### src/rtl/gftt_box_seq.sv
// gftt_box_seq: per-frame sequencer for one gftt_box instance.
// Arms the box, forwards pixels, appends a zero flush row and tags the output.
module gftt_box_seq #(
    parameter int DW    = 16,
    parameter int WDT_W = 11,
    parameter int HGT_W = 10
) (
    input  logic             clk,
    input  logic             rst_n,
    input  logic [WDT_W-1:0] wdt_m1,
    input  logic [HGT_W-1:0] hgt_m1,
    input  logic             frame_start,
    input  logic [DW-1:0]    din,
    input  logic             vin,
    output logic             box_start,
    output logic             box_enb,
    output logic [DW-1:0]    box_din,
    output logic             box_vin,
    input  logic [DW-1:0]    box_dout,
    input  logic             box_vout,
    output logic [DW-1:0]    dout,
    output logic             vout,
    output logic [9:0]       out_col,
    output logic [9:0]       out_row,
    output logic             out_last,
    output logic             frame_done,
    output logic             busy,
    output logic [1:0]       err
);

    typedef enum logic [2:0] {IDLE, RUN, FLUSH, DRAIN, DONE} state_t;

    state_t state;
    state_t state_nxt;

    logic [WDT_W-1:0] wdt;
    logic [HGT_W-1:0] hgt;
    logic [WDT_W-1:0] in_col;
    logic [HGT_W-1:0] in_row;
    logic [WDT_W-1:0] fl_cnt;
    logic [WDT_W-1:0] oc;
    logic [HGT_W-1:0] orow;
    logic             first_run;
    logic             out_seen;

    logic start_ok;
    logic take;
    logic at_end;
    logic emit;
    logic emit_last;

    assign busy       = (state != IDLE);
    assign box_enb    = busy;
    assign frame_done = (state == DONE);
    assign start_ok   = (state == IDLE) && frame_start;
    assign take       = (state == RUN) && vin;
    assign at_end     = (in_col == wdt) && (in_row == hgt);
    assign emit       = busy && box_vout;
    assign emit_last  = (oc == wdt) && (orow == hgt);

    always_comb begin
        state_nxt = state;
        box_start = 1'b0;
        unique case (state)
            IDLE:    if (frame_start) state_nxt = RUN;
            RUN: begin
                box_start = first_run;
                if (take && at_end) state_nxt = FLUSH;
            end
            FLUSH:   if (fl_cnt == wdt) state_nxt = DRAIN;
            DRAIN:   if (out_seen) state_nxt = DONE;
            DONE:    state_nxt = IDLE;
            default: state_nxt = IDLE;
        endcase
    end

    always_ff @(posedge clk) begin
        if (!rst_n) begin
            state   <= IDLE;
            box_vin <= 1'b0;
            box_din <= '0;
        end else begin
            state   <= state_nxt;
            box_vin <= take || (state == FLUSH);
            box_din <= take ? din : '0;
        end
    end

    // Input side: frame geometry, input position and flush length.
    always_ff @(posedge clk) begin
        if (!rst_n) begin
            wdt       <= '0;
            hgt       <= '0;
            in_col    <= '0;
            in_row    <= '0;
            fl_cnt    <= '0;
            first_run <= 1'b0;
            err       <= 2'b00;
        end else begin
            if (start_ok) begin
                wdt       <= wdt_m1;
                hgt       <= hgt_m1;
                in_col    <= '0;
                in_row    <= '0;
                fl_cnt    <= '0;
                first_run <= 1'b1;
                err       <= {vin, 1'b0};
            end else begin
                if (frame_start) err[0] <= 1'b1;
                if (vin && state != RUN) err[1] <= 1'b1;
            end
            if (state == RUN) first_run <= 1'b0;
            if (take) begin
                if (in_col == wdt) begin
                    in_col <= '0;
                    in_row <= in_row + 1'b1;
                end else begin
                    in_col <= in_col + 1'b1;
                end
            end
            if (state == FLUSH) fl_cnt <= fl_cnt + 1'b1;
        end
    end

    // Output side: the first centred row the box can produce is row 1.
    always_ff @(posedge clk) begin
        if (!rst_n) begin
            dout     <= '0;
            vout     <= 1'b0;
            out_col  <= '0;
            out_row  <= '0;
            out_last <= 1'b0;
            oc       <= '0;
            orow     <= '0;
            out_seen <= 1'b0;
        end else begin
            vout <= emit;
            if (start_ok) begin
                oc       <= '0;
                orow     <= 1;
                out_seen <= 1'b0;
            end else if (emit) begin
                dout     <= box_dout;
                out_col  <= 10'(oc);
                out_row  <= 10'(orow);
                out_last <= emit_last;
                if (emit_last) out_seen <= 1'b1;
                if (oc == wdt) begin
                    oc   <= '0;
                    orow <= orow + 1'b1;
                end else begin
                    oc <= oc + 1'b1;
                end
            end
        end
    end

endmodule

### config.mk
export PLATFORM = sky130hd
export DESIGN_NAME = gftt_box_seq
export DESIGN_NICKNAME = d
export VERILOG_FILES = /design/src/rtl/gftt_box_seq.sv
export SDC_FILE = /design/constraint.sdc
export NUM_CORES = 1
export LEC_CHECK = 0
export CAP_MARGIN = 20
export CORE_ASPECT_RATIO = 1.75
export CORE_MARGIN = 2
export CORE_UTILIZATION = 53
export CTS_CLUSTER_SIZE = 28
export DETAILED_ROUTE_END_ITERATION = 16
export PLACE_DENSITY = 0.91
export SYNTH_ARGS = -nofsm -noshare
export SYNTH_HDL_FRONTEND = slang
export SYNTH_SLANG_ARGS = --single-unit
export TNS_END_PERCENT = 100
### constraint.sdc
create_clock -name clk -period 2.6 [get_ports clk]
set_input_delay 0.78 -clock clk [delete_from_list [all_inputs] [get_ports clk]]
set_output_delay 0.78 -clock clk [all_outputs]
set_load 0.1 [all_outputs]
==> flow_metrics.tcl <==
set metrics [dict create \
    hold_class "reg -> reg" \
    via_per_inst 5.633 \
    final_common_cell "nand2_1" \
    synth-edff-count 0 \
    rsz0062_at_grt "false" \
    clk_path_buf_depth 2 \
    crit_required_ns 1.82 \
    muxShareOfSynthArea_pct 1.222 \
    yosys.area_share.xor_xnor_pct 9.730 \
    busiest_layer "met2" \
    use_met1_pct 28.28 \
    skew_ns 0.01046 \
    power.density_nw_per_um2 910.3 \
    die_y_um 144.1 \
    finalMaxSlewViolations 0 \
    ys_seq_elements 136 \
    cts_tree "done" \
    grt_use_total_pct 26.07 \
    via_count 5487 \
    synthSimpleGateAreaFrac_pct 26.07 \
    die_w_um 84.03 \
    synth_top_family_by_area "simple AND/OR/NAND/NOR gates" \
    antenna_left 0 \
    drt_iter0_markers 303 \
    power.leakage_nw 3.167 \
    drt-total-wl_um 15480 \
    fmax_mhz 408.3 \
    die_area_sq_um 12100 \
    synth_compound_area_share_pct 12.53 \
    peakVddDrop_mv 1.069 \
    finish.utilization_pct 70.25 \
    synth_area_per_cell_sq_um 8.355 \
    period_share_pct 94.21 \
    grt_pass1_vias 5329 \
    wl_per_cell_um 15.89 \
    run_status "completed" \
    gp_congestion 0.9320 \
    start_util_pct 53.81 \
    rows 51 \
    cts_root_buffer "clkbuf_16" \
    cts_resized 0 \
    grtUsageMet2_pct 47.28 \
    firstDrtPassIters 5 \
    syn_inst 711 \
    synth_area_sq_um 5941 \
    placed_cells 942 \
    multi_input_comb_area_sq_um 3012 \
    fill_cells 812 \
    setup_violations 0 \
    io_pins 119 \
    tightest_slew_ns 0.5821 \
    grt_pass1_wl_um 25360 \
    drv_cap 0 \
    core_area_sq_um 11040 \
    fin_cells 974 \
    ctsHoldBuffers 0 \
    grt_max_degree 36 \
    crit_path_start_kind "register" \
    cts_htree_levels 4 \
    overflow 0 \
    holdWs_ns 0.4536 \
    post-cts-setup-buffer-count 0 \
    timing.final.hold_violations 0 \
    clock-sinks 136 \
    slew_headroom_pct 61.05 \
    async_flop_share_pct 0 \
    insertion_delay_ns 0.42 \
    area_growth_pct 30.54 \
    synthAdderAreaFrac_pct 1.053 \
    drc 0 \
    path_class "reg -> out" \
    worstSetupEndpointType "output pin" \
    num_antenna_cells 0 \
    ys_warn_count 0 \
    finalNetCount 892 \
    use_met3_pct 5.708 \
    layout_min_cycle_time_ns 2.449 \
    yosys_most_used_dff "dfxtp_1" \
    synth.distinct_cells 57 \
    crit_arrival_ns 1.67 \
    path_clk_slew_ns 0.06 \
    numCtsBuffers 17 \
    antenna_found_initial 0 \
    seqCellArea_sq_um 2723 \
    critPathMaxFanout 12 \
    final_cell_mix "nand2_1 (148), dfxtp_1 (136), a21oi_1 (83), buf_4 (78), clkdlybuf4s50_1 (57)" \
    synth_nets 774 \
    drive_gt1_share_pct 14.61 \
    hpwlAfterDp_um 10900 \
    ys_seq_area_share_pct 45.83 \
    portBuffers 118 \
    tns_ns 0 \
]
[registers in the layout, summed over array words and instances (netlist names)]
| register | count |
|---|---|
| box_din | 16 |
| fl_cnt | 11 |
| out_last | 1 |
| oc | 11 |
| err | 2 |
| out_row | 10 |
| dout | 16 |
| out_col | 10 |
| out_seen | 1 |
| hgt | 10 |
| state | 3 |
| first_run | 1 |
| in_row | 10 |
| in_col | 11 |
| orow | 10 |
| wdt | 11 |
| vout | 1 |
| box_vin | 1 |
[worst max-delay path, cell delays in order (launching register included)]
cell and delay [ns]:
dfxtp_1 0.66, nor3_1 0.15, inv_1 0.23, buf_12 0.21
[final timing paths]
kind	slack, ns	cells after the start	end	from
setup / recovery	0.15	3	busy	state[1]
hold / removal	0.45	2	dout[6]	dout[6]
setup reg to reg	0.42	5	in_col[8]	wdt[8]
hold reg to reg	0.45	2	dout[6]	dout[6]
[routing by layer]
| layer | routed length [um] | up-vias |
|---|---|---|
| li1 | - | 2677 |
| met1 | 5932 | 2580 |
| met5 | 0 | - |
| met2 | 8289 | 182 |
| met3 | 734 | 48 |
| met4 | 525 | 0 |
[logic make-up (layout without fill, tap and decap cells)]
kind of cell               Yosys count  in the layout
DFF                                136            136
and+or+nand+nor                    315            315
adders and majority gates            5              5
xor gates and xnor gates            66             66
buffers and inverters               50            181
muxes                                7              7
AOI/OAI and AO/OA                  132            132
[where the power goes]
| group | leakage, nW | internal (mW) | switching, mW | total, mW |
|---|---|---|---|---|
| clock network | 0.265 | 1.34 | 0.922 | 2.26 |
| registers | 1.10 | 2.26 | 0.208 | 2.47 |
| logic | 1.80 | 0.720 | 1.61 | 2.33 |
[metrics by stage]
stage                     cell area [sq um]  power, mW  setup WS [ns]
final                                  7755      7.059         0.1507
after global routing                   7755      7.352        0.08136
after CTS                              7755      7.088         0.1476
after detailed placement               7189      4.810        0.06740
after global placement                 7189      4.772         0.1453
after floorplan                        5946      4.125        0.01264
[final cells by class]
| cell class | count | share of cell area (%) |
|---|---|---|
| Clock inverter | 14 | 1.630 |
| Sequential cell | 136 | 35.11 |
| Multi-Input combinational cell | 525 | 38.84 |
| Inverter | 9 | 0.4356 |
| Clock buffer | 18 | 5.663 |
| Tap cell | 132 | 2.130 |
| Timing Repair Buffer | 140 | 16.20 |
[cells in the mapped netlist (all sizes together), types with 2 or more instances]
| cell type | count | area, sq um |
|---|---|---|
| a21o | 6 | 45.04 |
| a21oi | 83 | 415.4 |
| a31oi | 4 | 25.02 |
| and2 | 5 | 31.28 |
| and3 | 24 | 150.1 |
| buf | 11 | 65.06 |
| clkbuf | 30 | 112.6 |
| dfxtp | 136 | 2723 |
| ha | 5 | 62.56 |
| inv | 9 | 33.78 |
| mux2 | 2 | 22.52 |
| mux2i | 5 | 50.05 |
| nand2 | 148 | 555.5 |
| nand2b | 4 | 25.02 |
| nand3 | 21 | 105.1 |
| nand4 | 15 | 100.1 |
| nor2 | 38 | 150.1 |
| nor2b | 3 | 18.77 |
| nor3 | 17 | 85.08 |
| nor3b | 6 | 56.31 |
| nor4 | 9 | 77.57 |
| o211ai | 3 | 22.52 |
| o21ai | 20 | 100.1 |
| o2bb2ai | 2 | 17.52 |
| o31ai | 3 | 22.52 |
| or2 | 2 | 12.52 |
| or3 | 11 | 68.82 |
| or4 | 7 | 52.55 |
| xnor2 | 26 | 227.7 |
| xor2 | 40 | 350.3 |
Note: power is estimated with default switching activity, not from simulation.
